[src/rtl/router_input_stage_pkg.sv]
// -----------------------------------------------------------------------------
// router_input_stage_pkg
// Shared router definitions.
//   - Mesh and stream field widths.
//   - AXI-Stream mosi/miso structs.
//   - The routing-header TID marker.
//   - Header field offsets.
//   - The ingress route FSM encoding.
//   - A helper that decodes a header beat into a destination.
// -----------------------------------------------------------------------------
package router_input_stage_pkg;

   localparam int DATA_WIDTH = 32;
   localparam int ID_WIDTH   = 4;
   localparam int DEST_WIDTH = 4;
   localparam int USER_WIDTH = 4;

   localparam int MAX_ROUTERS_X       = 4;
   localparam int MAX_ROUTERS_Y       = 4;
   localparam int MAX_ROUTERS_X_WIDTH = $clog2(MAX_ROUTERS_X);
   localparam int MAX_ROUTERS_Y_WIDTH = $clog2(MAX_ROUTERS_Y);

   // TID value that marks the first beat of every packet.
   localparam logic [ID_WIDTH-1:0] ROUTING_HEADER = {ID_WIDTH{1'b1}};

   // X sits in the low TDATA bits, and Y sits directly above it.
   localparam int HDR_X_LSB = 0;
   localparam int HDR_Y_LSB = HDR_X_LSB + MAX_ROUTERS_X_WIDTH;

   typedef struct packed {
      logic [DATA_WIDTH-1:0] TDATA;
      logic                  TLAST;
      logic [ID_WIDTH-1:0]   TID;
      logic [DEST_WIDTH-1:0] TDEST;
      logic [USER_WIDTH-1:0] TUSER;
   } axis_data_t;

   typedef struct packed {
      logic       TVALID;
      axis_data_t data;
   } axis_mosi_t;

   typedef struct packed {
      logic TREADY;
   } axis_miso_t;

   typedef enum logic {
      IDLE,
      PACKET
   } route_state_e;

   typedef struct packed {
      logic [MAX_ROUTERS_X_WIDTH-1:0] x;
      logic [MAX_ROUTERS_Y_WIDTH-1:0] y;
   } route_t;

   function automatic route_t decode_route(input axis_data_t beat);
      route_t r;
      r.x = beat.TDATA[HDR_X_LSB +: MAX_ROUTERS_X_WIDTH];
      r.y = beat.TDATA[HDR_Y_LSB +: MAX_ROUTERS_Y_WIDTH];
      return r;
   endfunction

endpackage

[src/rtl/router_input_stage_fifo.sv]
// -----------------------------------------------------------------------------
// axis_fifo
// Generic synchronous FIFO. The entry type and the depth are parameters.
// Pointers carry an extra wrap bit, so full and empty can be told apart
// without a separate counter. The head entry is read combinationally.
// Ports:
//   i_clk, i_rst   clock and synchronous active-high reset
//   i_push, i_data write request and its entry (ignored while full)
//   i_pop          read request (ignored while empty)
//   o_data         current head entry
//   o_full         all entries occupied
//   o_empty        no entries occupied
// -----------------------------------------------------------------------------
module axis_fifo #(
   parameter type T     = logic [7:0],
   parameter int  DEPTH = 4
) (
   input  logic i_clk,
   input  logic i_rst,
   input  logic i_push,
   input  T     i_data,
   input  logic i_pop,
   output T     o_data,
   output logic o_full,
   output logic o_empty
);

   localparam int AW = $clog2(DEPTH);

   logic [AW:0] r_wr_ptr;
   logic [AW:0] r_rd_ptr;
   T            r_mem [DEPTH];
   logic        w_push;
   logic        w_pop;

   assign o_full  = (r_wr_ptr[AW] != r_rd_ptr[AW]) &&
                    (r_wr_ptr[AW-1:0] == r_rd_ptr[AW-1:0]);
   assign o_empty = (r_wr_ptr == r_rd_ptr);
   assign o_data  = r_mem[r_rd_ptr[AW-1:0]];

   assign w_push = i_push && !o_full;
   assign w_pop  = i_pop && !o_empty;

   // NOTE: state is updated with <= so that every register samples the
   // pre-edge values, independent of the order of the statements.
   always_ff @(posedge i_clk) begin
      if (i_rst) begin
         r_wr_ptr <= '0;
         r_rd_ptr <= '0;
      end else begin
         if (w_push) r_wr_ptr <= r_wr_ptr + (AW+1)'(1);
         if (w_pop)  r_rd_ptr <= r_rd_ptr + (AW+1)'(1);
      end
   end

   // NOTE: the storage array has no reset. The pointers alone define
   // which entries are valid, and a reset on the array would stop it
   // from mapping onto RAM.
   always_ff @(posedge i_clk) begin
      if (w_push) r_mem[r_wr_ptr[AW-1:0]] <= i_data;
   end

endmodule

[src/rtl/router_input_stage.sv]
// -----------------------------------------------------------------------------
// router_input_stage
// Per-port ingress stage of the mesh router. Incoming flits are buffered,
// and the routing header of each packet is decoded. Each buffered beat is
// presented to the channel selector, together with the destination that
// applies to it. The destination is held for the whole packet, up to TLAST.
// A beat that arrives where a header is expected is dropped, and
// hdr_err_o pulses for that beat.
// Ports:
//   clk_i, rst_i  clock and synchronous active-high reset
//   in_mosi_i     incoming flit (TVALID + payload)
//   in_miso_o     TREADY back to the sender (= FIFO not full)
//   out_mosi_o    head beat towards the channel selector
//   out_miso_i    TREADY from the channel selector
//   target_x_o    destination X for the beat on out_mosi_o
//   target_y_o    destination Y for the beat on out_mosi_o
//   hdr_err_o     one-cycle pulse while a stray beat is dropped
// -----------------------------------------------------------------------------
module router_input_stage
   import router_input_stage_pkg::*;
#(
   parameter int BUFFER_DEPTH = 4
) (
   input  logic                           clk_i,
   input  logic                           rst_i,
   input  axis_mosi_t                     in_mosi_i,
   output axis_miso_t                     in_miso_o,
   output axis_mosi_t                     out_mosi_o,
   input  axis_miso_t                     out_miso_i,
   output logic [MAX_ROUTERS_X_WIDTH-1:0] target_x_o,
   output logic [MAX_ROUTERS_Y_WIDTH-1:0] target_y_o,
   output logic                           hdr_err_o
);

   route_state_e r_state;
   route_state_e w_state_next;
   route_t       r_route_q;
   route_t       w_route_hdr;
   route_t       w_target;
   axis_data_t   w_head;
   logic         w_full;
   logic         w_empty;
   logic         w_push;
   logic         w_pop;
   logic         w_drop;
   logic         w_out_valid;
   logic         w_is_hdr;

   assign w_push = in_mosi_i.TVALID && !w_full;

   axis_fifo #(
      .T     (axis_data_t),
      .DEPTH (BUFFER_DEPTH)
   ) u_fifo (
      .i_clk   (clk_i),
      .i_rst   (rst_i),
      .i_push  (w_push),
      .i_data  (in_mosi_i.data),
      .i_pop   (w_pop),
      .o_data  (w_head),
      .o_full  (w_full),
      .o_empty (w_empty)
   );

   assign w_is_hdr    = (w_head.TID == ROUTING_HEADER);
   assign w_route_hdr = decode_route(w_head);

   // NOTE: every signal driven here gets a default first. This keeps all
   // paths assigned, so no latch is inferred.
   always_comb begin
      w_state_next = r_state;
      w_out_valid  = !w_empty;
      w_drop       = 1'b0;
      w_target     = r_route_q;
      case (r_state)
         IDLE: begin
            if (!w_empty) begin
               if (w_is_hdr) begin
                  // The header steers itself. Its destination is not
                  // yet in route_q.
                  w_target = w_route_hdr;
                  if (out_miso_i.TREADY && !w_head.TLAST) w_state_next = PACKET;
               end else begin
                  // The beat is not part of any packet. Hide it from the
                  // selector and discard it without waiting for TREADY.
                  w_out_valid = 1'b0;
                  w_drop      = 1'b1;
               end
            end
         end
         PACKET: begin
            if (w_out_valid && out_miso_i.TREADY && w_head.TLAST) w_state_next = IDLE;
         end
         default: w_state_next = IDLE;
      endcase
   end

   assign w_pop = (w_out_valid && out_miso_i.TREADY) || w_drop;

   always_ff @(posedge clk_i) begin
      if (rst_i) begin
         r_state   <= IDLE;
         r_route_q <= '0;
      end else begin
         r_state <= w_state_next;
         // A pop in IDLE that is not a drop is an accepted header.
         if (r_state == IDLE && w_pop && !w_drop) r_route_q <= w_route_hdr;
      end
   end

   assign in_miso_o.TREADY = !w_full;

   // The payload reads as zero whenever the buffer is empty. This keeps
   // uninitialised storage off the output after reset.
   always_comb begin
      out_mosi_o        = '0;
      out_mosi_o.TVALID = w_out_valid;
      if (!w_empty) out_mosi_o.data = w_head;
   end

   assign target_x_o = w_target.x;
   assign target_y_o = w_target.y;
   assign hdr_err_o  = w_drop;

endmodule

[config.mk]
export PLATFORM = sky130hd
export DESIGN_NAME = router_input_stage
export DESIGN_NICKNAME = d
export VERILOG_FILES = /design/src/rtl/router_input_stage_pkg.sv /design/src/rtl/router_input_stage_fifo.sv /design/src/rtl/router_input_stage.sv
export SDC_FILE = /design/constraint.sdc
export NUM_CORES = 1
export LEC_CHECK = 0
export CORE_MARGIN = 8
export CORE_UTILIZATION = 40
export DETAILED_ROUTE_END_ITERATION = 12
export SLEW_MARGIN = 20
export SYNTH_ARGS = -nofsm -noshare
export SYNTH_HDL_FRONTEND = slang
export SYNTH_SLANG_ARGS = --single-unit
[constraint.sdc]
create_clock -name clk_i -period 3.2 [get_ports clk_i]
set_input_delay 0.32 -clock clk_i [delete_from_list [all_inputs] [get_ports clk_i]]
set_output_delay 0.32 -clock clk_i [all_outputs]
set_load 0.005 [all_outputs]
==> qor.txt <==
Maximum level of the CTS H-tree = 4
Wirelength per Cell = 20.9 um
I/O Pins = 101
Post-detailed-routing wire length = 15200 um
Worst-margin pin slew = 0.675 ns
Vias per Instance = 5.25
Remaining DRCs = 0
Avg Synthesized Cell Area = 20.5 sq um
List of most frequent post-synthesis cells = edfxtp_1 (180), and2_1 (48), mux4_2 (45), dfxtp_1 (13), clkbuf_1 (10)
Final setup violation count = 0
Overall power = 8.79 mW
Count of input and output buffers = 100
Worst slack at placement = 0.552 ns
Clock latency on the worst-skew pair = 0.42 ns
Initial core utilization = 0.408
Remaining global-route overflow = 0
EDFF count, synth = 180
Final-layout fill cell count = 1502
Critical Path RT = 2.88 ns
Die Span Y = 154 um
Status = completed
Clock buffer count from CTS = 17
Detail Route Antenna Nets = 0
Via total after detailed routing = 3825
Final hold slack = 0.485 ns
Instance count after placement with tap cells included = 697
Initial antenna violation count = 1
Sink Count = 193
Hold Path Depth = 2
Post-synthesis register bit count = 193
Sequential cell area = 5670 sq um
Setup slack after layout = 0.161 ns
Cell area after layout = 9620 sq um
Cell with the most instances after synthesis = edfxtp_1
Worst Reg2Reg Path Length in Cells = 4
Proportion of netlist area held by the largest area contributor = 0.708
Number of hold violations in the final report = 0
Type of the worst setup path = register to output port
Startpoint type of the worst setup path = register
Dominant synthesized flop cell = edfxtp_1
Relative slew slack = 0.548
Kind of capture point of the worst setup path = output port
Fraction of layout cells with a size suffix above 1 = 0.200
Class of the most critical hold timing path = register to register
Diode count = 0
Crit path time final = 3.04 ns
Static leakage = 3.11 nW
Multi-input gate area in the final layout = 1860 sq um
Power density of the placed cells = 914 nW/um^2
Total negative setup slack = 0 ns
Number of maximum-capacitance violations = 0
Final slew viol count = 0
First-pass GRT wire length = 23900 um
Nets@finish = 536
Unrepaired setup endpoints after global routing = no
TritonCTS clock tree = built
Critical Path AT = 2.72 ns
Count of unique library cells instantiated by Yosys = 38
Layout Utilization = 0.514
Maximum clock skew at final layout = 0.00814 ns
Async S/R FF share, synth = 0
Vias in the first global route = 4173
Synth-to-layout area growth = 26.1%
Fmax = 329 MHz
Cell area after synthesis = 7630 sq um
Die area = 23800 sq um
Num rows = 50
Global Route Usage Sum = 0.133
Synthesized net count = 426
Number of DRC markers after the initial detailed-route iteration = 183
GPL Wtd Cong = 0.744
Buffer type at the clock tree root = clkbuf_16
CP max FO = 17
Clock-pin slew of the registers on the worst-case setup and hold paths = 0.06 ns
Gate count after technology mapping = 372
Final non-filler cell total = 729
Yosys Warn Count = 0
Crit share post-route = 0.950
Maximum number of pins on one net before global-route repair = 46
Fraction of the yosys area taken by sequential cells = 0.742
Cell types with the largest area share after synthesis = edfxtp_1 (71%), mux4_2 (13%), and2_1 (3.9%)
Top cell type by total area after synthesis = edfxtp_1
Number of buffers on the longest clock path = 2
Number of detailed-routing iterations run before antenna repair = 4
Placed wire-length estimate = 9250 um
Peak supply drop = 507 uV
Width of the die = 154 um
Instance area at placement = 8980 sq um
Core area = 18700 sq um
-- state kept, by name, indices dropped and copies added, names as in the netlist, named ones only --
name and flops:
u_fifo.r_mem 180, r_route_q 4, u_fifo.r_rd_ptr 3, u_fifo.r_wr_ptr 3, r_state 1
-- worst paths after layout --
kind | slack, ns | to | from
worst max-delay path | 0.16 | target_y_o[1] | register
worst min-delay path | 0.48 | r_route_q[2]$_SDFFE_PP0P_ | r_route_q[2]$_SDFFE_PP0P_
worst max register to register | 1.14 | register | register
worst min register to register | 0.48 | r_route_q[2]$_SDFFE_PP0P_ | r_route_q[2]$_SDFFE_PP0P_
-- area by class of cell --
class                           instances  area share
Inverter                                6     0.00234
Multi-Input combinational cell        155       0.193
Clock buffer                           23      0.0476
Tap cell                              234      0.0304
Sequential cell                       193       0.589
Timing Repair Buffer                  109       0.118
Clock inverter                          9      0.0190
-- power by group --
group	switching, mW	internal (mW)
clock	0.852	1.41
sequential	0.190	3.04
combinational	1.39	1.90
-- cells by family (layout without fill, tap and decap cells) --
| kind of cell | Yosys count | after routing | synth area share |
|---|---|---|---|
| flops | 193 | 193 | 0.742 |
| simple gates | 67 | 67 | 0.0552 |
| mux | 50 | 50 | 0.142 |
| compound gates | 25 | 25 | 0.0251 |
| buf+inv | 24 | 147 | 0.0151 |
| xor+xnor | 8 | 8 | 0.0121 |
| fa+ha+maj | 5 | 5 | 0.00820 |
-- metal layers --
| layer | share of wire | vias to the layer above | wire [um] | global-route usage |
|---|---|---|---|---|
| met5 | 0.00085 | - | 13 | 0 |
| met4 | 0.012 | 2 | 187 | 0.0485 |
| met3 | 0.049 | 16 | 744 | 0.0387 |
| met2 | 0.51 | 82 | 7710 | 0.225 |
| met1 | 0.43 | 2002 | 6570 | 0.160 |
| li1 | - | 1723 | - | - |
-- critical path, cell delays in order, from the launching register on --
cell and delay [ns]:
dfxtp_4 0.57, mux4_2 0.62, and4_4 0.27, nand2_8 0.09, mux2_4 0.30, clkdlybuf4s50_1 0.46
-- cells in the final DEF, fill, tap and decap left out, drive strengths merged, types with 2 or more instances in the layout --
| master | count |
|---|---|
| a211oi | 2 |
| a21oi | 6 |
| a311o | 2 |
| a31oi | 2 |
| and2 | 48 |
| buf | 9 |
| bufinv | 5 |
| clkbuf | 23 |
| clkdlybuf4s50 | 100 |
| clkinv | 2 |
| clkinvlp | 2 |
| dfxtp | 13 |
| edfxtp | 180 |
| ha | 5 |
| inv | 6 |
| mux2 | 4 |
| mux4 | 45 |
| nand3 | 6 |
| nor2 | 4 |
| nor3 | 5 |
| o21ai | 4 |
| xnor2 | 4 |
| xor2 | 4 |
-- repair_timing --
| action | CTS | global route |
|---|---|---|
| setup buffers | 0 | 0 |
| gates resized for setup | 0 | 1 |
| hold buffers | 0 | 0 |
| endpoints found under the setup margin | 0 | 1 |
No activity file was read; power rests on OpenSTA's default activity.
